[src/rtl/day_display_scanner_if.sv]
// -----------------------------------------------------------------------------
// day_display_scanner_if
//   Bundles the letter inputs, display controls and display outputs of the
//   day-of-week 7-segment scanner into one connection.
//
//   Signals
//     FirstLetter..FourthLetter  4-bit letter codes, leftmost (an[3]) first
//     blank                      1 = all digits dark while scanning continues
//     blink                      1 = flash the display (blink build only)
//     an                         digit enables, active-low
//     seg                        segments {g,f,e,d,c,b,a}, active-low
//     frame_done                 1-cycle pulse when the shadow letters load
//
//   Modports
//     master  letter source / display consumer side
//     slave   scanner side
// -----------------------------------------------------------------------------
interface day_display_scanner_if;
  logic [3:0] FirstLetter;
  logic [3:0] SecondLetter;
  logic [3:0] ThirdLetter;
  logic [3:0] FourthLetter;
  logic       blank;
  logic       blink;
  logic [3:0] an;
  logic [6:0] seg;
  logic       frame_done;

  modport master (
    output FirstLetter, SecondLetter, ThirdLetter, FourthLetter,
    output blank, blink,
    input  an, seg, frame_done
  );

  modport slave (
    input  FirstLetter, SecondLetter, ThirdLetter, FourthLetter,
    input  blank, blink,
    output an, seg, frame_done
  );
endinterface

[src/rtl/day_display_scanner.sv]
// -----------------------------------------------------------------------------
// day_display_scanner
//   Time-multiplexes four letter codes onto a 4-digit common-anode 7-segment
//   display. The letters are double-buffered: a shadow copy is loaded only on
//   the last cycle of a frame (idx==3 wrap), so a change in the middle of a
//   frame never produces a torn display.
//
//   Ports
//     clk        system clock, every register on its rising edge
//     resetTime  synchronous, active-high reset (wins over all other inputs)
//     bus        day_display_scanner_if.slave (letters, blank, blink, an,
//                seg, frame_done)
//
//   Parameters
//     SCAN_DIV      clock cycles each digit stays enabled (>= 2)
//     BLINK_FRAMES  frames per blink half-period (blink build only)
//
//   Build option
//     DISP_BLINK_EN  when defined, blink=1 alternates BLINK_FRAMES frames of
//                    normal display with BLINK_FRAMES frames of darkness.
//                    When undefined the blink input is ignored.
// -----------------------------------------------------------------------------

// Sanity checks on the scanner outputs; kept apart from the datapath.
module day_display_scanner_checker (
  input logic       clk,
  input logic       resetTime,
  input logic [3:0] an,
  input logic [6:0] seg,
  input logic       frame_done
);
  // At most one digit is ever enabled.
  a_an_one_digit: assert property (@(posedge clk)
    !resetTime |-> (an == 4'b1111 || $onehot(~an)));

  // A dark display has every segment off.
  a_dark_is_blank: assert property (@(posedge clk)
    (an == 4'b1111) |-> (seg == 7'h7F));

  // The capture pulse is a single cycle wide.
  a_frame_done_pulse: assert property (@(posedge clk)
    frame_done |=> !frame_done);
endmodule

module day_display_scanner #(
  parameter int SCAN_DIV     = 1000,
  parameter int BLINK_FRAMES = 64
) (
  input logic                  clk,
  input logic                  resetTime,
  day_display_scanner_if.slave bus
);

  localparam int               DIV_W    = $clog2(SCAN_DIV);
  localparam logic [DIV_W-1:0] DIV_LAST = DIV_W'(SCAN_DIV - 1);

  // Active-high glyph for each letter code; unused codes stay dark.
  function automatic logic [6:0] glyph(input logic [3:0] code);
    case (code)
      4'd0:    glyph = 7'h00;  // space
      4'd1:    glyph = 7'h77;  // A
      4'd2:    glyph = 7'h5E;  // d
      4'd3:    glyph = 7'h79;  // E
      4'd4:    glyph = 7'h71;  // F
      4'd5:    glyph = 7'h76;  // H
      4'd6:    glyph = 7'h30;  // I
      4'd7:    glyph = 7'h54;  // n
      4'd8:    glyph = 7'h5C;  // o
      4'd9:    glyph = 7'h73;  // P
      4'd10:   glyph = 7'h50;  // r
      4'd11:   glyph = 7'h6D;  // S
      4'd12:   glyph = 7'h78;  // t
      4'd13:   glyph = 7'h3E;  // U
      default: glyph = 7'h00;  // 14, 15: dark
    endcase
  endfunction

  logic [DIV_W-1:0] divcnt_r;
  logic [1:0]       idx_r;
  logic [3:0]       shadow_r [4];
  logic [3:0]       an_r;
  logic [6:0]       seg_r;
  logic             frame_done_r;

  logic             wrap_s;
  logic             frame_edge_s;
  logic [3:0]       code_s;
  logic [3:0]       an_next_s;
  logic             dark_s;

  // Digit wrap and frame boundary decode.
  always_comb begin
    wrap_s       = (divcnt_r == DIV_LAST);
    frame_edge_s = wrap_s && (idx_r == 2'd3);
  end

  // Select the shadow letter of the digit currently being scanned.
  always_comb begin
    code_s    = 4'd0;
    an_next_s = ~(4'b1000 >> idx_r);
    case (idx_r)
      2'd0:    code_s = shadow_r[0];
      2'd1:    code_s = shadow_r[1];
      2'd2:    code_s = shadow_r[2];
      2'd3:    code_s = shadow_r[3];
      default: code_s = 4'd0;
    endcase
  end

`ifdef DISP_BLINK_EN
  localparam int               BLK_W    = (BLINK_FRAMES > 1) ? $clog2(BLINK_FRAMES) : 1;
  localparam logic [BLK_W-1:0] BLK_LAST = BLK_W'(BLINK_FRAMES - 1);

  logic [BLK_W-1:0] blink_cnt_r;
  logic             phase_r;

  // Frame counter for the blink half-period; phase 1 means "dark half".
  // Dropping blink restarts the pattern from a visible half.
  always_ff @(posedge clk) begin
    if (resetTime) begin
      blink_cnt_r <= '0;
      phase_r     <= 1'b0;
    end else if (!bus.blink) begin
      blink_cnt_r <= '0;
      phase_r     <= 1'b0;
    end else if (frame_edge_s) begin
      if (blink_cnt_r == BLK_LAST) begin
        blink_cnt_r <= '0;
        phase_r     <= ~phase_r;
      end else begin
        blink_cnt_r <= blink_cnt_r + BLK_W'(1);
      end
    end else begin
      blink_cnt_r <= blink_cnt_r;
      phase_r     <= phase_r;
    end
  end

  // Darkness request: explicit blank, or the dark half of a blink.
  always_comb begin
    dark_s = bus.blank || (bus.blink && phase_r);
  end
`else
  logic unused_blink_s;

  // Blink has no effect in this build.
  always_comb begin
    unused_blink_s = bus.blink;
    dark_s         = bus.blank;
  end
`endif

  // Scan divider, digit ring, shadow capture and registered display outputs.
  // The outputs are computed from the pre-edge idx, hence one cycle of lag.
  always_ff @(posedge clk) begin
    if (resetTime) begin
      divcnt_r     <= '0;
      idx_r        <= 2'd0;
      shadow_r[0]  <= 4'd0;
      shadow_r[1]  <= 4'd0;
      shadow_r[2]  <= 4'd0;
      shadow_r[3]  <= 4'd0;
      an_r         <= 4'b1111;
      seg_r        <= 7'h7F;
      frame_done_r <= 1'b0;
    end else begin
      if (wrap_s) begin
        divcnt_r <= '0;
        idx_r    <= idx_r + 2'd1;
      end else begin
        divcnt_r <= divcnt_r + DIV_W'(1);
        idx_r    <= idx_r;
      end

      // Letters are sampled only here, at the end of the last digit.
      if (frame_edge_s) begin
        shadow_r[0] <= bus.FirstLetter;
        shadow_r[1] <= bus.SecondLetter;
        shadow_r[2] <= bus.ThirdLetter;
        shadow_r[3] <= bus.FourthLetter;
      end else begin
        shadow_r[0] <= shadow_r[0];
        shadow_r[1] <= shadow_r[1];
        shadow_r[2] <= shadow_r[2];
        shadow_r[3] <= shadow_r[3];
      end
      frame_done_r <= frame_edge_s;

      if (dark_s) begin
        an_r  <= 4'b1111;
        seg_r <= 7'h7F;
      end else begin
        an_r  <= an_next_s;
        seg_r <= ~glyph(code_s);
      end
    end
  end

  assign bus.an         = an_r;
  assign bus.seg        = seg_r;
  assign bus.frame_done = frame_done_r;

  day_display_scanner_checker u_checker (
    .clk        (clk),
    .resetTime  (resetTime),
    .an         (an_r),
    .seg        (seg_r),
    .frame_done (frame_done_r)
  );

endmodule

[src/flat_wrapper.sv]
// flat-port wrapper written by rule: the top's interface ports become plain ports
module day_display_scanner_flat 
#(
  parameter int SCAN_DIV     = 1000,
  parameter int BLINK_FRAMES = 64
)
  (clk, resetTime, bus_FirstLetter, bus_SecondLetter, bus_ThirdLetter, bus_FourthLetter, bus_blank, bus_blink, bus_an, bus_seg, bus_frame_done);
  day_display_scanner_if bus_i ();
  input logic clk;
  input logic resetTime;
  input wire logic [$bits(bus_i.FirstLetter)-1:0] bus_FirstLetter;
  input wire logic [$bits(bus_i.SecondLetter)-1:0] bus_SecondLetter;
  input wire logic [$bits(bus_i.ThirdLetter)-1:0] bus_ThirdLetter;
  input wire logic [$bits(bus_i.FourthLetter)-1:0] bus_FourthLetter;
  input wire logic [$bits(bus_i.blank)-1:0] bus_blank;
  input wire logic [$bits(bus_i.blink)-1:0] bus_blink;
  output wire logic [$bits(bus_i.an)-1:0] bus_an;
  output wire logic [$bits(bus_i.seg)-1:0] bus_seg;
  output wire logic [$bits(bus_i.frame_done)-1:0] bus_frame_done;
  assign bus_i.FirstLetter = bus_FirstLetter;
  assign bus_i.SecondLetter = bus_SecondLetter;
  assign bus_i.ThirdLetter = bus_ThirdLetter;
  assign bus_i.FourthLetter = bus_FourthLetter;
  assign bus_i.blank = bus_blank;
  assign bus_i.blink = bus_blink;
  assign bus_an = bus_i.an;
  assign bus_seg = bus_i.seg;
  assign bus_frame_done = bus_i.frame_done;
  day_display_scanner #(.SCAN_DIV(SCAN_DIV), .BLINK_FRAMES(BLINK_FRAMES)) u_core (.clk(clk), .resetTime(resetTime), .bus(bus_i));
endmodule
[config.mk]
export PLATFORM = sky130hd
export DESIGN_NAME = day_display_scanner_flat
export DESIGN_NICKNAME = d
export VERILOG_FILES = /design/src/rtl/day_display_scanner_if.sv /design/src/rtl/day_display_scanner.sv /design/src/flat_wrapper.sv
export SDC_FILE = /design/constraint.sdc
export NUM_CORES = 1
export LEC_CHECK = 0
export ABC_CLOCK_PERIOD_IN_PS = 3500
export CELL_PAD_IN_SITES_DETAIL_PLACEMENT = 0
export CELL_PAD_IN_SITES_GLOBAL_PLACEMENT = 1
export CORE_MARGIN = 3
export CORE_UTILIZATION = 40
export DETAILED_ROUTE_END_ITERATION = 10
export PLACE_DENSITY = 0.87
export SLEW_MARGIN = 0
export SYNTH_ARGS = -nofsm -noshare
export SYNTH_HDL_FRONTEND = slang
export SYNTH_SLANG_ARGS = --single-unit
[constraint.sdc]
create_clock -name clk -period 3.5 [get_ports clk]
set_clock_uncertainty 0.1 [all_clocks]
set_input_delay 0.7 -clock clk [delete_from_list [all_inputs] [get_ports clk]]
set_output_delay 0.7 -clock clk [all_outputs]
set_load 0.005 [all_outputs]
==> qor.yml <==
finish:
  drive_above_1_share: 0.0711
  regArea_sq_um: 961
  post_layout_nonfiller_instances: 247
  antennaDiodeCount: 0
  fin_area_sq_um: 2260
  final_common_cell: "clkdlybuf4s50_1"
  nets: 227
  multi_input_area_sq_um: 756
  final_cell_mix: "clkdlybuf4s50_1 (30), dfxtp_1 (24), edfxtp_1 (16)"
  fillerInstances: 371
  area_growth_pct: 26.6
floorplanning:
  die_area_sq_um: 5300
  die_h_um: 72.8
  core_sq_um: 4140
  io_pins: 32
  num_rows: 23
  die_w_um: 72.8
  start_util: 0.431
cts:
  numCtsBuffers: 5
  cts_tree: "built"
  postCtsHoldBufs: 0
  h-tree-depth: 2
  cts_setup_buffers: 0
  clockBufferDepth: 2
  cts_resized: 0
  path_clk_slew_ps: 80
  insertion_delay_ps: 290
  clock-sinks: 40
  ctsRootBufferMaster: "clkbuf_8"
power_and_ir_drop:
  vdd_ir_drop_max_mv: 0.307
  pwr_density_cell_nw_per_um2: 441
  power.leakage_nw: 0.866
worst_setup_path:
  crit_chain: "inv_1 -> ha_1 -> a222oi_1 -> a21oi_1 -> inv_1 -> ha_1 -> inv_1 -> o311ai_0"
  criticalPathCategory: "reg -> reg"
  critical-path-max-stage-delay_ps: 560
  crit_top_cell: "inv_1"
  cp_num_buf_inv: 3
  slowest_stage: "a21oi_1"
  crit_fanout: 7
  r2r_start: "u_core.idx_r[0]"
  worst_ep_arrival_time_ps: 2720
  start_kind: "flip-flop"
  path_delay_family: "compound AO/OA/AOI/OAI gates"
  crit_start: "u_core.idx_r[0]"
  cp_data_required_time_ps: 3580
  end_kind: "flip-flop"
worst_hold_path:
  min_from: "u_core.divcnt_r[0]"
  hold_class: "reg -> reg"
grt:
  antenna_found_initial: 0
  grt-ovfl-total: 0
  grt_pass1_vias: 1254
  track_usage: 0.138
  grt_max_degree: 15
  grt_pass1_wl_um: 5580
placement:
  gp_congestion: 0.761
  dpl_cell_area_sq_um: 2140
  place.port_buffers: 30
  dp_hpwl_um: 2410
  dpl.cell_count: 239
yosys:
  yosys_warnings: 0
  post_synth.cell_area_avg_sq_um: 11.0
  synth_nets: 193
  synthCells: 162
  synth_compound_area_frac: 0.0840
  synthXorXnorAreaFrac: 0.0441
  muxShareOfSynthArea: 0.0462
  synthSimpleGateAreaFrac: 0.172
  synth_top_family_by_area: "simple AND/OR/NAND/NOR gates"
  syn_area_sq_um: 1790
  synth_seq_cells: 40
  synth_fa_ha_area_frac: 0.0770
  synth_cell_type_count: 35
  yosysSeqAreaShare: 0.538
routing:
  drcViolationCount: 0
  first_iter_violations: 56
  via_per_inst: 4.95
  firstDrtPassIters: 4
  vias: 1222
  drt-total-wl_um: 3280
  wl_per_cell_um: 13.3
  ant_nets: 0
status:
  status: "complete, no violations"
sta:
  fin_crit_sh: 0.755
  rsz0062_at_grt: "false"
  min_period_ps: 2640
  slew_headroom: 0.327
  final.setup.tns_ps: 0
  maxSlewViolCount: 0
  setup-violations-final: 0
  fmax_mhz: 378
  worst_pin_slew_ps: 1010
  final_hold_viol_count: 0
job:
  maxCapViolations: 0
through the flow:
step	util	worst slack [ps]	total power, mW	hold WS (ps)
final	0.546	857	0.998	361
after global routing	0.546	607	1.04	390
after CTS	0.546	831	1.01	364
after detailed placement	0.515	855	0.604	353
after global placement	0.515	935	0.600	330
after floorplan	-	1000	0.560	318
report_power, final:
part | switching [mW] | internal (mW) | leakage [nW]
combinational | 0.0383 | 0.0461 | 0.445
sequential | 0.00607 | 0.502 | 0.356
clock | 0.154 | 0.251 | 0.0645
cells by family after synthesis:
group                      count (synthesis)
buffers and inverters                     16
AOI/OAI and AO/OA                         20
adders and majority gates                 11
DFF                                       40
and+or+nand+nor                           58
xor gates and xnor gates                   9
muxes                                      8
sequential cells by signal (all words and copies together) (netlist names):
| signal | cells |
|---|---|
| u_core.shadow_r | 16 |
| u_core.divcnt_r | 10 |
| u_core.bus.seg | 7 |
| u_core.bus.an | 4 |
| u_core.idx_r | 2 |
| u_core.bus.frame_done | 1 |
final timing paths:
path / slack, ps / to / depth (start not counted)
min reg2reg: 360 / u_core.divcnt_r[0] / 1
max reg2reg: 860 / u_core.bus.seg[1] / 8
max: 860 / u_core.bus.seg[1] / 8
min: 360 / u_core.divcnt_r[0] / 1
synthesized netlist by cell type:
library cell | number | share of area
nor2b_1 | 10 | 0.035
ha_1 | 11 | 0.077
o2bb2ai_1 | 1 | 0.0049
a41oi_1 | 1 | 0.0049
a211o_1 | 1 | 0.0049
nor4_1 | 1 | 0.0035
a22oi_1 | 1 | 0.0042
mux2_2 | 2 | 0.013
o211ai_1 | 3 | 0.013
and2_1 | 9 | 0.032
buf_2 | 2 | 0.0056
dfxtp_1 | 24 | 0.27
buf_6 | 1 | 0.0063
a222oi_1 | 3 | 0.017
and3_1 | 1 | 0.0035
o311ai_0 | 1 | 0.0049
o31a_1 | 1 | 0.0049
nor2_1 | 15 | 0.032
clkbuf_1 | 2 | 0.0042
nor3_4 | 1 | 0.0091
o221ai_1 | 1 | 0.0049
nand4_1 | 2 | 0.0070
mux2i_1 | 6 | 0.034
xnor2_1 | 6 | 0.029
o21bai_1 | 1 | 0.0042
nand2b_1 | 2 | 0.0070
or4_4 | 1 | 0.0063
nand2_1 | 11 | 0.023
edfxtp_1 | 16 | 0.27
a21oi_1 | 3 | 0.0084
inv_1 | 11 | 0.023
xor2_1 | 3 | 0.015
nand3_1 | 2 | 0.0056
o21ai_0 | 3 | 0.0084
nor3_1 | 3 | 0.0084
cell type report:
type / instances / area share
Sequential cell: 40 / 0.425
Multi-Input combinational cell: 106 / 0.334
Timing Repair Buffer: 32 / 0.139
Clock buffer: 7 / 0.0426
Tap cell: 50 / 0.0277
Inverter: 11 / 0.0183
Clock inverter: 1 / 0.0133
worst reg2reg max path: cells and delay by family, from the launching register on:
| kind | cells | cell delay [ps] |
|---|---|---|
| AOI/OAI and AO/OA | 3 | 1060 |
| adders and majority gates | 2 | 650 |
| buffers and inverters | 3 | 390 |
| DFF | 1 | 330 |
layer usage:
metal	GRT usage	share of wire	vias up
met4	0.0553	0.012	0
met5	0	0	-
li1	-	-	622
met2	0.229	0.50	24
met1	0.164	0.45	572
met3	0.0441	0.044	4
(Power assumes the default switching activity.)
